==> src/rtl/text_mode_renderer.sv <==
// ============================================================================
//  Module   : text_mode_renderer
//  Purpose  : 80x30 text-mode pixel generator (8x16 glyphs). Looks up the
//             character/attribute RAM, then the font ROM, and applies colour,
//             blink and an underline cursor. Sync outputs are delayed so they
//             stay pixel-aligned with the RGB outputs (5-cycle latency).
//  Revision : 1.0 - initial release
// ============================================================================
`default_nettype none

module text_mode_renderer #(
  parameter int COLS              = 80,
  parameter int ROWS              = 30,
  parameter int BLINK_LOG2        = 5,
  parameter int CURSOR_FIRST_LINE = 14
) (
  input  logic        i_clk,
  input  logic        i_rst_n,
  input  logic [9:0]  i_hpos,
  input  logic [9:0]  i_vpos,
  input  logic        i_visible,
  input  logic        i_hsync,
  input  logic        i_vsync,
  output logic [11:0] o_char_addr,
  input  logic [15:0] i_char_data,
  output logic [11:0] o_font_addr,
  input  logic [7:0]  i_font_data,
  input  logic        i_cursor_en,
  input  logic [6:0]  i_cursor_col,
  input  logic [4:0]  i_cursor_row,
  output logic [2:0]  o_red,
  output logic [2:0]  o_green,
  output logic [2:0]  o_blue,
  output logic        o_hsync,
  output logic        o_vsync
);

  // Stage 1..4 sideband travelling alongside the memory lookups
  logic [2:0] s1_hlow, s2_hlow, s3_hlow, s4_hlow;
  logic [3:0] s1_vlow, s2_vlow;
  logic       s1_vis, s2_vis, s3_vis, s4_vis;
  logic       s1_hs, s2_hs, s3_hs, s4_hs;
  logic       s1_vs, s2_vs, s3_vs, s4_vs;
  logic       s1_cur, s2_cur, s3_cur, s4_cur;
  logic [2:0] s3_fg, s3_bg, s4_fg, s4_bg;
  logic       s3_blink, s4_blink;

  logic [7:0] frame_cnt;
  logic       cursor_hit;
  logic       pixel_bit;
  logic       blink_phase;
  logic       pixel_on;
  logic [2:0] colour;
  logic       unused_bits;

  // Attribute bit 11 is reserved; ROWS only documents the screen height
  // because addressing is intentionally left unclipped.
  assign unused_bits = ^{i_char_data[11], 32'(ROWS)};

  // Underline cursor: matching cell and in the bottom glyph scanlines
  assign cursor_hit = i_cursor_en
                   && (i_hpos[9:3] == i_cursor_col)
                   && (i_vpos[9:4] == {1'b0, i_cursor_row})
                   && (i_vpos[3:0] >= 4'(CURSOR_FIRST_LINE));

  // Stage 1: character address plus sideband capture
  always_ff @(posedge i_clk or negedge i_rst_n) begin
    if (!i_rst_n) begin
      o_char_addr <= '0;
      s1_hlow     <= '0;
      s1_vlow     <= '0;
      s1_vis      <= 1'b0;
      s1_hs       <= 1'b0;
      s1_vs       <= 1'b0;
      s1_cur      <= 1'b0;
    end else begin
      o_char_addr <= 12'(i_vpos[9:4]) * 12'(COLS) + 12'(i_hpos[9:3]);
      s1_hlow     <= i_hpos[2:0];
      s1_vlow     <= i_vpos[3:0];
      s1_vis      <= i_visible;
      s1_hs       <= i_hsync;
      s1_vs       <= i_vsync;
      s1_cur      <= cursor_hit;
    end
  end

  // Stage 2: wait for the character RAM read
  always_ff @(posedge i_clk or negedge i_rst_n) begin
    if (!i_rst_n) begin
      s2_hlow <= '0;
      s2_vlow <= '0;
      s2_vis  <= 1'b0;
      s2_hs   <= 1'b0;
      s2_vs   <= 1'b0;
      s2_cur  <= 1'b0;
    end else begin
      s2_hlow <= s1_hlow;
      s2_vlow <= s1_vlow;
      s2_vis  <= s1_vis;
      s2_hs   <= s1_hs;
      s2_vs   <= s1_vs;
      s2_cur  <= s1_cur;
    end
  end

  // Stage 3: font address from the character code, latch the attribute
  always_ff @(posedge i_clk or negedge i_rst_n) begin
    if (!i_rst_n) begin
      o_font_addr <= '0;
      s3_fg       <= '0;
      s3_bg       <= '0;
      s3_blink    <= 1'b0;
      s3_hlow     <= '0;
      s3_vis      <= 1'b0;
      s3_hs       <= 1'b0;
      s3_vs       <= 1'b0;
      s3_cur      <= 1'b0;
    end else begin
      o_font_addr <= {i_char_data[7:0], s2_vlow};
      s3_fg       <= i_char_data[10:8];
      s3_bg       <= i_char_data[14:12];
      s3_blink    <= i_char_data[15];
      s3_hlow     <= s2_hlow;
      s3_vis      <= s2_vis;
      s3_hs       <= s2_hs;
      s3_vs       <= s2_vs;
      s3_cur      <= s2_cur;
    end
  end

  // Stage 4: wait for the font ROM read
  always_ff @(posedge i_clk or negedge i_rst_n) begin
    if (!i_rst_n) begin
      s4_fg    <= '0;
      s4_bg    <= '0;
      s4_blink <= 1'b0;
      s4_hlow  <= '0;
      s4_vis   <= 1'b0;
      s4_hs    <= 1'b0;
      s4_vs    <= 1'b0;
      s4_cur   <= 1'b0;
    end else begin
      s4_fg    <= s3_fg;
      s4_bg    <= s3_bg;
      s4_blink <= s3_blink;
      s4_hlow  <= s3_hlow;
      s4_vis   <= s3_vis;
      s4_hs    <= s3_hs;
      s4_vs    <= s3_vs;
      s4_cur   <= s3_cur;
    end
  end

  // Frame counter advances on each rising edge of the incoming vsync
  always_ff @(posedge i_clk or negedge i_rst_n) begin
    if (!i_rst_n) begin
      frame_cnt <= '0;
    end else if (i_vsync && !s1_vs) begin
      frame_cnt <= frame_cnt + 8'd1;
    end
  end

  // Pixel select and colour priority: cursor beats blink beats glyph bit
  always_comb begin
    pixel_bit   = i_font_data[3'd7 - s4_hlow];
    blink_phase = frame_cnt[BLINK_LOG2];
    pixel_on    = pixel_bit;
    if (s4_cur && blink_phase) begin
      pixel_on = 1'b1;
    end else if (s4_blink && !blink_phase) begin
      pixel_on = 1'b0;
    end
    colour = pixel_on ? s4_fg : s4_bg;
  end

  // Stage 5: registered RGB and aligned sync outputs
  always_ff @(posedge i_clk or negedge i_rst_n) begin
    if (!i_rst_n) begin
      o_red   <= '0;
      o_green <= '0;
      o_blue  <= '0;
      o_hsync <= 1'b0;
      o_vsync <= 1'b0;
    end else begin
      o_red   <= (s4_vis && colour[0]) ? 3'b111 : 3'b000;
      o_green <= (s4_vis && colour[1]) ? 3'b111 : 3'b000;
      o_blue  <= (s4_vis && colour[2]) ? 3'b111 : 3'b000;
      o_hsync <= s4_hs;
      o_vsync <= s4_vs;
    end
  end

endmodule

`default_nettype wire

==> config.mk <==
export PLATFORM = sky130hd
export DESIGN_NAME = text_mode_renderer
export DESIGN_NICKNAME = d
export VERILOG_FILES = /design/src/rtl/text_mode_renderer.sv
export SDC_FILE = /design/constraint.sdc
export NUM_CORES = 1
export LEC_CHECK = 0
export ABC_CLOCK_PERIOD_IN_PS = 1600
export CORE_AREA = 2 2 102 104
export CTS_BUF_LIST = sky130_fd_sc_hd__clkbuf_4 sky130_fd_sc_hd__clkbuf_8 sky130_fd_sc_hd__clkbuf_16
export DETAILED_ROUTE_END_ITERATION = 8
export DIE_AREA = 0 0 104 106
export HOLD_SLACK_MARGIN = 0.12
export PLACE_DENSITY_LB_ADDON = 0.2
export SLEW_MARGIN = 40
export SYNTH_ARGS = -nofsm -noshare
export SYNTH_HDL_FRONTEND = slang
export SYNTH_SLANG_ARGS = --single-unit
==> constraint.sdc <==
create_clock -name i_clk -period 1.6 [get_ports i_clk]
set_input_delay 0.48 -clock i_clk [delete_from_list [all_inputs] [get_ports i_clk]]
set_output_delay 0.48 -clock i_clk [all_outputs]
set_load 0.005 [all_outputs]
# After elaboration in Yosys (flattened, before gate mapping)
# Cells that the tools add are included.
[word_totals]
reg_bits = 93
[classes]
addsub = 3
mul = 1
magnitude_cmp = 2
eq_ne = 2
muxes = 8
n_reduce_logical = 11
[op_table]
columns = ["operator", "n"]
rows = [
  ["$add A12 B7 Y12", 1],
  ["$mux W3", 4],
  ["$logic_and A1 B1 Y1", 9],
  ["$add A8 B1 Y8 const B", 1],
  ["$mul A6 B3 Y8 const B", 1],
  ["$eq A7 B7 Y1", 1],
  ["$eq A6 B5 Y1", 1],
  ["$ge A4 B4 Y1 const B", 1],
  ["$lt A3 B4 Y1 const B", 1],
  ["$bmux W1 S3", 1],
  ["$mux W1", 3],
  ["$sub A3 B3 Y3 const A", 1],
  ["$logic_not A1 Y1", 2],
]

# Depth between registers and ports, before layout
[depth]
depth_word = 8
mapped_depth = 7
ltp_nobuf = 7

# Worst setup path before layout
# OpenSTA, ideal clock, no wires.
[synth_timing]
path_kind = "in2reg"
startpoint = "input port i_vpos[5]"
endpoint = "register o_char_addr[11]"
t_arrival_ps = 2051
setup_slack_ps = -531
path_stages = 7
cell_sequence = "ha_1 > ha_1 > fa_1 > xor2_1 > nand3_1 > nor4_1 > xnor2_1"
[synth_between]
elab_chain_cells = 2
[synth_rtl]
columns = ["element", "line_no", "rtl"]
rows = [
  ["start, declared", "20", "input logic [9:0] i_vpos,"],
  ["$mul A6 B3 Y8", "77", "o_char_addr <= 12'(i_vpos[9:4]) * 12'(COLS) + 12'(i_hpos[9:3]);"],
  ["$add A12 B7 Y12", "77", ""],
  ["end signal, assigned", "77", ""],
  ["end, declared", "24", "output logic [11:0] o_char_addr,"],
]
# Every way passes these cells.
# A chain may end at the register's enable or synchronous reset.

# Worst setup path after layout
[layout_timing]
startpoint = "input port i_vpos[7]"
endpoint = "register o_char_addr[11]"
# Same word-level chain as after synthesis.

==> out/metrics.yaml <==
synthesis:
  synth_top_family_by_area: "XOR/XNOR gates"
  syn-num-nets: 261
  synth_compound_area_share_pct: 2.77
  yosys.cell_types.count: 23
  synth_simple_gate_area_share_pct: 6.15
  netlist_area_um2: 2930
  avg_inst_size_synth_um2: 15.8
  yosys.area_share.xor_xnor_pct: 7.47
  yosysWarnings: 0
  synth.ff_latch_count: 85
  synth-adder-area-share_pct: 6.49
  ys_seq_area_share_pct: 72.6
  mux_share_of_post_synthesis_cell_area_pct: 2.77
  post_synth_inst_count: 185
power_and_ir_drop:
  leakage_power_of_the_design_uw: 0.00209
  vdd.ir_drop.worst_mv: 0.529
  total_power_uw: 5290
  power.density_nw_per_um2: 1140
timing:
  final-setup-viol-count: 1
  period_needed_ns: 1.74
  grt_setup_unrepaired: "true"
  clock-skew-final_ns: 0.0121
  report.final.hold_viol_count: 0
  fmaxAchievable_ghz: 0.576
  slew_headroom_pct: 76.5
  timing_max_transition_violations_final: 0
  max_slew.worst_pin.slew_ns: 0.351
  setup_slack_ns: -0.135
  finalCritPeriodShare_pct: 108
critical_path:
  internal_reg_to_reg_setup_slack_ns: 0.06
  crit_arrival_ns: 2.00
  type_of_destination_of_the_critical_path: "flip-flop"
  timing.critical_path.from_type: "input port"
  worstPathRequired_ns: 1.87
  crit_type: "input port to flip-flop"
  worstRegToRegCells: 3
  crit-reg2reg-launch: "s4_hlow[1]"
  cp-startpoint: "i_vpos[7]"
  critical_path_peak_fanout: 2
  worstReg2RegEnd: "o_blue[1]"
floorplanning:
  floorplan.die.height_um: 106
  boundaryPins: 97
  start_util_pct: 29.3
  std_cell_rows: 37
  die_outline_area_um2: 11000
  fp.coreArea_um2: 10000
  die_x_um: 104
clocking:
  clock_latency_ns: 0.35
  clkSlewWorstSetupHoldPaths_ns: 0.09
  clock_tree.htree_level_count: 3
  clock-root-buffer: "sky130_fd_sc_hd__clkbuf_8"
  cts_sinks: 85
  tritoncts: "yes"
  max-clock-path-buffers: 2
  numCtsBuffers: 9
cells_and_area:
  diodes: 0
  area.growth.synth_to_final_pct: 58.3
  final_layout_size_suffix_gt1_share_pct: 26.2
  layout.nets: 392
  post_layout_nonfiller_instances: 457
  mostFrequentLayoutCells: "sky130_fd_sc_hd__dfrtp_1 (85), sky130_fd_sc_hd__clkdlybuf4s50_1 (43), sky130_fd_sc_hd__dlygate4sd2_1 (42)"
  most_common_cell_after_layout_fill_and_taps_aside: "sky130_fd_sc_hd__dfrtp_1"
  final_cell_area_um2: 4640
  count_of_fill_cells_added_during_filler_insertion: 959
detailed_routing:
  wl_met1_mm: 2.27
  finalWirelength_mm: 5.54
  via_count: 1862
  drt_iter0_markers: 69
  wl_per_cell_um: 12.1
  drt_first_pass_iters: 4
  avgViaCountPerCell: 4.07
  met2_length_mm: 2.76
  highest_layer: "met4"
  route.antenna.remaining_nets: 0
  met3_wirelength_um: 415
  drcViolationCount: 0
outcome:
  violated_checks: "setup timing"
  outcome: "complete, but fails checks"
flow_run:
  cap_violations: 0
global_routing:
  grt_antenna_before_repair: 0
  globalRouteTotalUtil_pct: 11.0
  wire_length_of_the_first_global_routing_pass_mm: 9.39
  global_route.overflow_total: 0
  grt_pass1_vias: 1998
  largest_net_degree_at_the_start_of_global_routing: 43
placement:
  gp_routability_congestion: 0.811
  detailed_placement_hpwl_mm: 4.16
  dpl_cell_area_um2: 4290
  dp_cells: 437
  number_of_i_o_port_buffers: 95
min_path:
  worstHoldPathCells: 0
  whs_endpoint: "s2_vlow[1]"
  hp-start: "s1_vlow[1]"
  holdCritPathClass: "flip-flop to flip-flop"
==> through the flow <==
| stage | worst slack, ns | hold slack, ns | TNS [ns] | util [%] |
|---|---|---|---|---|
| floorplan | -0.316 | 0.184 | -0.710 | - |
| global placement | -0.883 | 0.332 | -6.31 | 42.9 |
| detailed placement | -0.927 | 0.335 | -6.52 | 42.9 |
| CTS | -0.126 | 0.349 | -0.126 | 46.1 |
| global route | -0.159 | 0.356 | -0.260 | 46.4 |
| finish | -0.135 | 0.348 | -0.135 | 46.4 |
==> worst max-delay path: stages <==
cell and delay [ns]:
sky130_fd_sc_hd__buf_8 0.10, sky130_fd_sc_hd__ha_4 0.23, sky130_fd_sc_hd__ha_4 0.16, sky130_fd_sc_hd__fa_2 0.36
sky130_fd_sc_hd__a21o_1 0.20, sky130_fd_sc_hd__a21oi_2 0.14, sky130_fd_sc_hd__xor2_1 0.18, sky130_fd_sc_hd__xnor2_1 0.14
==> cell families (layout without fill, tap and decap cells) <==
kind of cell	Yosys count	in the layout
flops	85	85
simple gates	35	35
xor+xnor	25	25
fa+ha+maj	14	14
compound gates	13	13
buf+inv	8	144
mux	5	5
==> state kept, by name, summed over array words and instances, names as in the netlist, 4 cells and up <==
| register | count |
|---|---|
| o_char_addr | 12 |
| o_font_addr | 12 |
| frame_cnt | 6 |
| s1_vlow | 4 |
| s2_vlow | 4 |
==> cell type report <==
type | count | area [µm²] | area share [%]
clock buffer | 10 | 138 | 2.97
sequential | 85 | 2130 | 45.8
tap | 136 | 170 | 3.67
timing repair buffer | 127 | 1140 | 24.7
multi-input combinational | 92 | 923 | 19.9
clock inverter | 6 | 134 | 2.88
inverter | 1 | 3.75 | 0.0809
==> Yosys cell counts (all sizes together) <==
master  number  share of area, %
nor2b        3              0.64
dfrtp       85                73
mux2         2              0.90
and3         4              0.85
nor4         4              0.85
nor2         6              0.77
fa           2               1.4
mux4         2               1.5
xnor2       10               3.0
buf          7               1.7
a21oi        5              0.85
o311ai       3              0.90
xor2        15               4.5
nand2        8               1.0
a21o         2              0.51
inv          1              0.13
ha          12               5.1
nand3        3              0.51
mux2i        1              0.34
nand4        7               1.5
o21ai        3              0.51
==> routing by layer <==
layer	vias up	global-route usage, %
li1	887	-
met1	910	13.1
met2	57	17.7
met3	8	4.60
met4	0	4.92
met5	-	0
==> worst max path at each step <==
stage / endpoint / slack (ns) / cells after the start
4_1_cts: o_char_addr[11] / -0.13 / 7
3_5_place_dp: o_char_addr[11] / -0.93 / 8
5_1_grt: o_char_addr[11] / -0.16 / 8
6_report: o_char_addr[11] / -0.14 / 8
2_1_floorplan: o_char_addr[11] / -0.32 / 7
3_3_place_gp: o_char_addr[11] / -0.88 / 8
==> timing repair <==
item                                    in CTS  in global routing
endpoints found under the setup margin      44                  8
gates cloned                                 0                  0
endpoints found under the hold margin       18                  0
pin swaps                                   13                  9
setup buffers                                3                  1
gates resized for setup                     87                  9
hold buffers                                 1                  0
==> where the power goes <==
part | internal, µW | switching, µW | total (µW) | leakage (µW)
Clock | 1240 | 740 | 1980 | 0.000136
Combinational | 515 | 336 | 851 | 0.000947
Sequential | 2360 | 102 | 2460 | 0.00101
Total | 4110 | 1180 | 5290 | 0.00209
Note: power is estimated with default switching activity, not from simulation.
